<file path="src/rtl/thirtytwo_to_ten_leds.sv">
// Purpose: shows a 32-bit word one byte at a time on ten LEDs as {byte index, byte}.
// Latency: load/step act on the 3rd rising clk edge after the input rises; out is combinational from registers.
// Backpressure: none; events are edge-detected, so a held level yields exactly one event.
module thirtytwo_to_ten_leds #(
    parameter int AUTO_DIV = 50000000
) (
    input  logic        clk,
    input  logic        rst_n,
    input  logic [31:0] in,
    input  logic        load,
    input  logic        step,
    input  logic        auto,
    output logic [9:0]  out,
    output logic        done
);

    localparam int DIV_W = (AUTO_DIV > 1) ? $clog2(AUTO_DIV) : 1;
    localparam logic [DIV_W-1:0] DIV_MAX = DIV_W'(AUTO_DIV - 1);

    // [0],[1] form the metastability synchronizer; [2] is the previous synchronized level
    logic [2:0]       load_sync;
    logic [2:0]       step_sync;
    logic [31:0]      hold;
    logic [1:0]       idx;
    logic [DIV_W-1:0] div;

    logic load_evt;
    logic step_evt;
    logic adv_evt;

    assign load_evt = load_sync[1] & ~load_sync[2];
    assign step_evt = step_sync[1] & ~step_sync[2];
    // a step during auto mode is a single advance that also restarts the timer
    assign adv_evt  = step_evt | (auto & (div == DIV_MAX));

    // synchronize the asynchronous buttons and keep one extra stage for edge detection
    always_ff @(posedge clk or negedge rst_n) begin
        if (!rst_n) begin
            load_sync <= 3'b000;
            step_sync <= 3'b000;
        end else begin
            load_sync <= {load_sync[1:0], load};
            step_sync <= {step_sync[1:0], step};
        end
    end

    // display state: load has priority over any advance in the same cycle
    always_ff @(posedge clk or negedge rst_n) begin
        if (!rst_n) begin
            hold <= 32'h0;
            idx  <= 2'd0;
            div  <= '0;
            done <= 1'b0;
        end else begin
            done <= 1'b0;
            if (load_evt) begin
                hold <= in;
                idx  <= 2'd0;
                div  <= '0;
            end else if (adv_evt) begin
                idx  <= idx + 2'd1;
                div  <= '0;
                done <= (idx == 2'd3);
            end else if (auto) begin
                div  <= div + 1'b1;
            end else begin
                div  <= '0;
            end
        end
    end

    // idx 0 selects bits 7:0, idx 3 selects bits 31:24
    assign out = {idx, hold[{idx, 3'b000} +: 8]};

endmodule
</file>
<file path="config.mk">
export PLATFORM = sky130hd
export DESIGN_NAME = thirtytwo_to_ten_leds
export DESIGN_NICKNAME = d
export VERILOG_FILES = /design/src/rtl/thirtytwo_to_ten_leds.sv
export SDC_FILE = /design/constraint.sdc
export NUM_CORES = 1
export LEC_CHECK = 0
export CORE_AREA = 5 5 90 92
export DETAILED_ROUTE_END_ITERATION = 10
export DIE_AREA = 0 0 95 97
export HOLD_SLACK_MARGIN = 0.02
export PLACE_DENSITY_LB_ADDON = 0.08
export SYNTH_ARGS = -nofsm -noshare
export SYNTH_HDL_FRONTEND = slang
export SYNTH_SLANG_ARGS = --single-unit
</file>
<file path="constraint.sdc">
create_clock -name clk -period 5.05 [get_ports clk]
set_input_delay 0.505 -clock clk [delete_from_list [all_inputs] [get_ports clk]]
set_output_delay 0.505 -clock clk [all_outputs]
set_load 0.02 [all_outputs]
</file>
### After elaboration in Yosys (flattened, before gate mapping)

Cells that the tools add are included.

| word-level totals | value |
|---|---|
| output and inout port bits | 11 |
| memory bits (writable) | 0 |
| memory bits (read-only) | 0 |
| memories kept | 0 |
| register bits | 67 |
| logic and storage cells | 25 |
| bits in latches | 0 |

| operators by class | value |
|---|---|
| $lt $le $gt $ge | 0 |
| add/subtract/negate cells | 2 |
| bitwise logic cells | 6 |
| equality and inequality tests | 2 |
| shift operators | 1 |
| reductions and logical operators | 1 |
| multipliers | 0 |
| mux-type cells | 7 |
| div/mod/pow operators | 0 |

Operators by type and width:

| operator | count |
|---|---|
| 2-to-1 mux 26 bit | 3 |
| indexed part select 32 x 6 -> 8 bit | 1 |
| adder 26 x 1 -> 26 bit (second input constant) | 1 |
| equality test 26 bit (second input constant) | 1 |
| 2-to-1 mux 2 bit | 2 |
| AND 1 bit | 3 |
| adder 2 x 1 -> 2 bit (second input constant) | 1 |
| equality test 2 bit (second input constant) | 1 |
| 2-to-1 mux 1 bit | 2 |
| NOT 1 bit | 2 |
| nonzero test 2 bit | 1 |
| OR 1 bit | 1 |

### Logic depth before layout (Yosys ltp)

| logic depth | value |
|---|---|
| depth in word-level cells | 5 |
| gate-level depth with buffers | 6 |
| gate-level depth less buffers | 5 |

### Worst setup path after synthesis

Ideal clock, no wire load.

| path | value |
|---|---|
| path type | register -> output |
| from | register idx[0] |
| to | output out[0] |
| path slack | 2960 ps |
| stages on the path, launching flop included | 3 |
| required time | 4545 ps |
| data arrival time | 1585 ps |
| path buffers | 1 |
| cells stage by stage | dfrtp_1 > clkbuf_1 > mux4_2 |

| between the ends | value |
|---|---|
| word-level cells in the longest chain between the ends | 1 |

RTL lines:

| what | RTL line | text |
|---|---|---|
| start, declared | 24 | `logic [1:0] idx;` |
| start signal, assigned | 61 | `idx <= idx + 2'd1;` |
| indexed part select 32 x 6 -> 8 bit | 73 | `assign out = {idx, hold[{idx, 3'b000} +: 8]};` |
| end, declared | 13 | `output logic [9:0] out,` |

Every way passes these cells.

### Final worst setup path

| path | value |
|---|---|
| from | register idx[0] |
| to | output out[4] |

Same word-level chain as after synthesis.

==> out/metrics.csv <==
metric;value;unit
post-CTS setup buffer count;0;
Tmin final;2752;ps
flops & latches, synth;67;
Placed Instances;449;
H-tree depth;3;
area grow syn2layout;25.31;%
fmax;363.3;MHz
most common cell after layout, fill and taps aside;nand2_1;
CTS tree;done;
initial antenna violation count;0;
core area;7137;µm²
Worst-Margin Slew;1030;ps
Critical Path Source Type;register;
leak pwr;1.716;nW
Final period util;54.50;%
Worst Path Required;4550;ps
dpl ws;2470;ps
wirelength, routed;6640;µm
final setup margin;2298;ps
GRT overflow;0;
largest net degree at the start of global routing;55;
drt pass-1 iters;4;
antenna-violating nets left;0;
vias per inst;5.135;
syn_area_per_cell;9.934;µm²
fin nets;401;
clk_skew;7.509;ps
Syn. warnings;0;
Top FF cell, synth;dfrtp_1;
Die Wd;95;µm
IO Pins;48;
setup_tns;0;ps
worst IR drop on VDD;0.1609;mV
Hold Slack;55.91;ps
post-detail-place hpwl;4514;µm
DRT iter0 DRCs;104;
CTS Buffer Depth;2;
wire length of the first global-routing pass;11280;µm
Hold Crit Class;in2async;
PostCTS Resize Cnt;0;
CP Max Fanout;12;
ant diodes;0;
Post-CTS Hold Buffers;0;
Design Power;1.364;mW
clock slew at the register clock pins of the worst setup and hold paths;70;ps
status;finished clean;
drt drc;0;
WL/cell;14.28;µm
crit end category;output port;
Post-synth ARST share;100.0;%
count of final setup violators;0;
initial core utilization;43.99;%
Placer Congestion;0.7767;
Core Rows;31;
fin. max-slew vios;0;
Die H;97;µm
CP Data Arrival Time;2250;ps
post-synth cell types;35;
Max-slew headroom;31.15;%
Setup CP Type;reg2out;
via count;2388;
Post-Syn Area;3139;µm²
vias in the first global route;2337;
# clock sinks;67;
die area;9215;µm²
number of enable flip-flop cells after synthesis;0;
most frequent cells in the layout;105 x nand2_1, 67 x dfrtp_1, 46 x clkdlybuf4s50_1;
layout cells sized above 1;9.290;%
maxcap violations;0;
worst skew pair latency;330;ps
CTS buffer count;9;
Power Density;346.7;nW/µm²
Post-Layout Cell Count;465;
Final Hold Fails;0;
cell count after synthesis;316;
Seq/Total Area, Yosys;53.41;%
gr usage total;15.44;%
PortBufs;47;
RSZ-0062 raised after global routing;false;
Clock Root Buffer;clkbuf_8;
syn_nets;356;
## stage by stage
stage	utilization, %	cell area (µm²)
after global routing	55.12	3934
after floorplan	-	3139
after CTS	55.12	3934
final	55.12	3934
after detailed placement	51.74	3692
after global placement	51.74	3692
## flip-flops by register name (all words and copies together) (netlist names)
register   cells
div           26
done           1
hold          32
idx            2
load_sync      3
step_sync      3
## cell usage after synthesis (3+ instances only)
cell type	n	area (µm²)
nand2_1	105	394.1
dfrtp_1	67	1677
nor3_1	15	75.07
nand4_1	14	87.58
clkbuf_1	12	45.04
a211oi_1	9	67.56
xor2_1	9	78.83
mux4_2	8	180.2
nand3_1	8	40.04
or3_1	7	43.79
o21ai_0	6	30.03
and3_1	5	31.28
or4_1	5	37.54
xnor2_1	5	43.79
and4_1	4	35.03
buf_2	4	20.02
nor2_1	4	15.01
o31ai_1	4	30.03
ha_1	3	37.54
inv_1	3	11.26
nand2b_1	3	18.77
## path summary, 6_finish.rpt
| path | end | cells after the start | from | slack, ps |
|---|---|---|---|---|
| worst min-delay path | div[18]$_DFF_PN0_ | 1 | rst_n | 60 |
| min in group clk | step_sync[1]$_DFF_PN0_ | 0 | step_sync[0]$_DFF_PN0_ | 360 |
| worst min register to register | step_sync[1]$_DFF_PN0_ | 0 | step_sync[0]$_DFF_PN0_ | 360 |
| max in group asynchronous | hold[12]$_DFFE_PN0P_ | 2 | rst_n | 4000 |
| worst max-delay path | out[4] | 2 | idx[0]$_DFFE_PN0P_ | 2300 |
| worst max register to register | div[23]$_DFF_PN0_ | 5 | div[10]$_DFF_PN0_ | 2590 |
## critical path, stage by stage (launching register included)
cell,delay [ps]
dfrtp_1,750
mux4_2,600
clkdlybuf4s50_1,560
## metal layers
layer  part of all wire (%)  track usage (%)  up-vias
li1                       -                -     1192
met1                     48            21.13     1133
met2                     45            22.94       52
met3                    5.5            5.043       11
met4                    1.3            5.216        0
met5                      0                0        -
## cell families after synthesis
family	Yosys count	synth area share, %
AND/OR/NAND/NOR	181	27.82
adder cells (fa/ha/maj)	3	1.196
AO/OA/AOI/OAI	21	4.743
XOR/XNOR	14	3.906
buffers and inverters	20	2.551
flip-flops	67	53.41
multiplexers	10	6.377
## power breakdown
| group | total [mW] | internal [mW] | switching, mW |
|---|---|---|---|
| Sequential | 0.613 | 0.576 | 0.0369 |
| Clock | 0.540 | 0.340 | 0.200 |
| Combinational | 0.211 | 0.116 | 0.0953 |
## layout make-up
| type | instances | area, µm² |
|---|---|---|
| inverter | 3 | 11.26 |
| multi-input combinational | 229 | 1385 |
| timing repair buffer | 51 | 495.5 |
| sequential | 67 | 1677 |
| fill | 647 | 3203 |
| tap | 99 | 123.9 |
| clock inverter | 5 | 100.1 |
| clock buffer | 11 | 141.4 |
No activity file was read; power rests on OpenSTA's default activity.
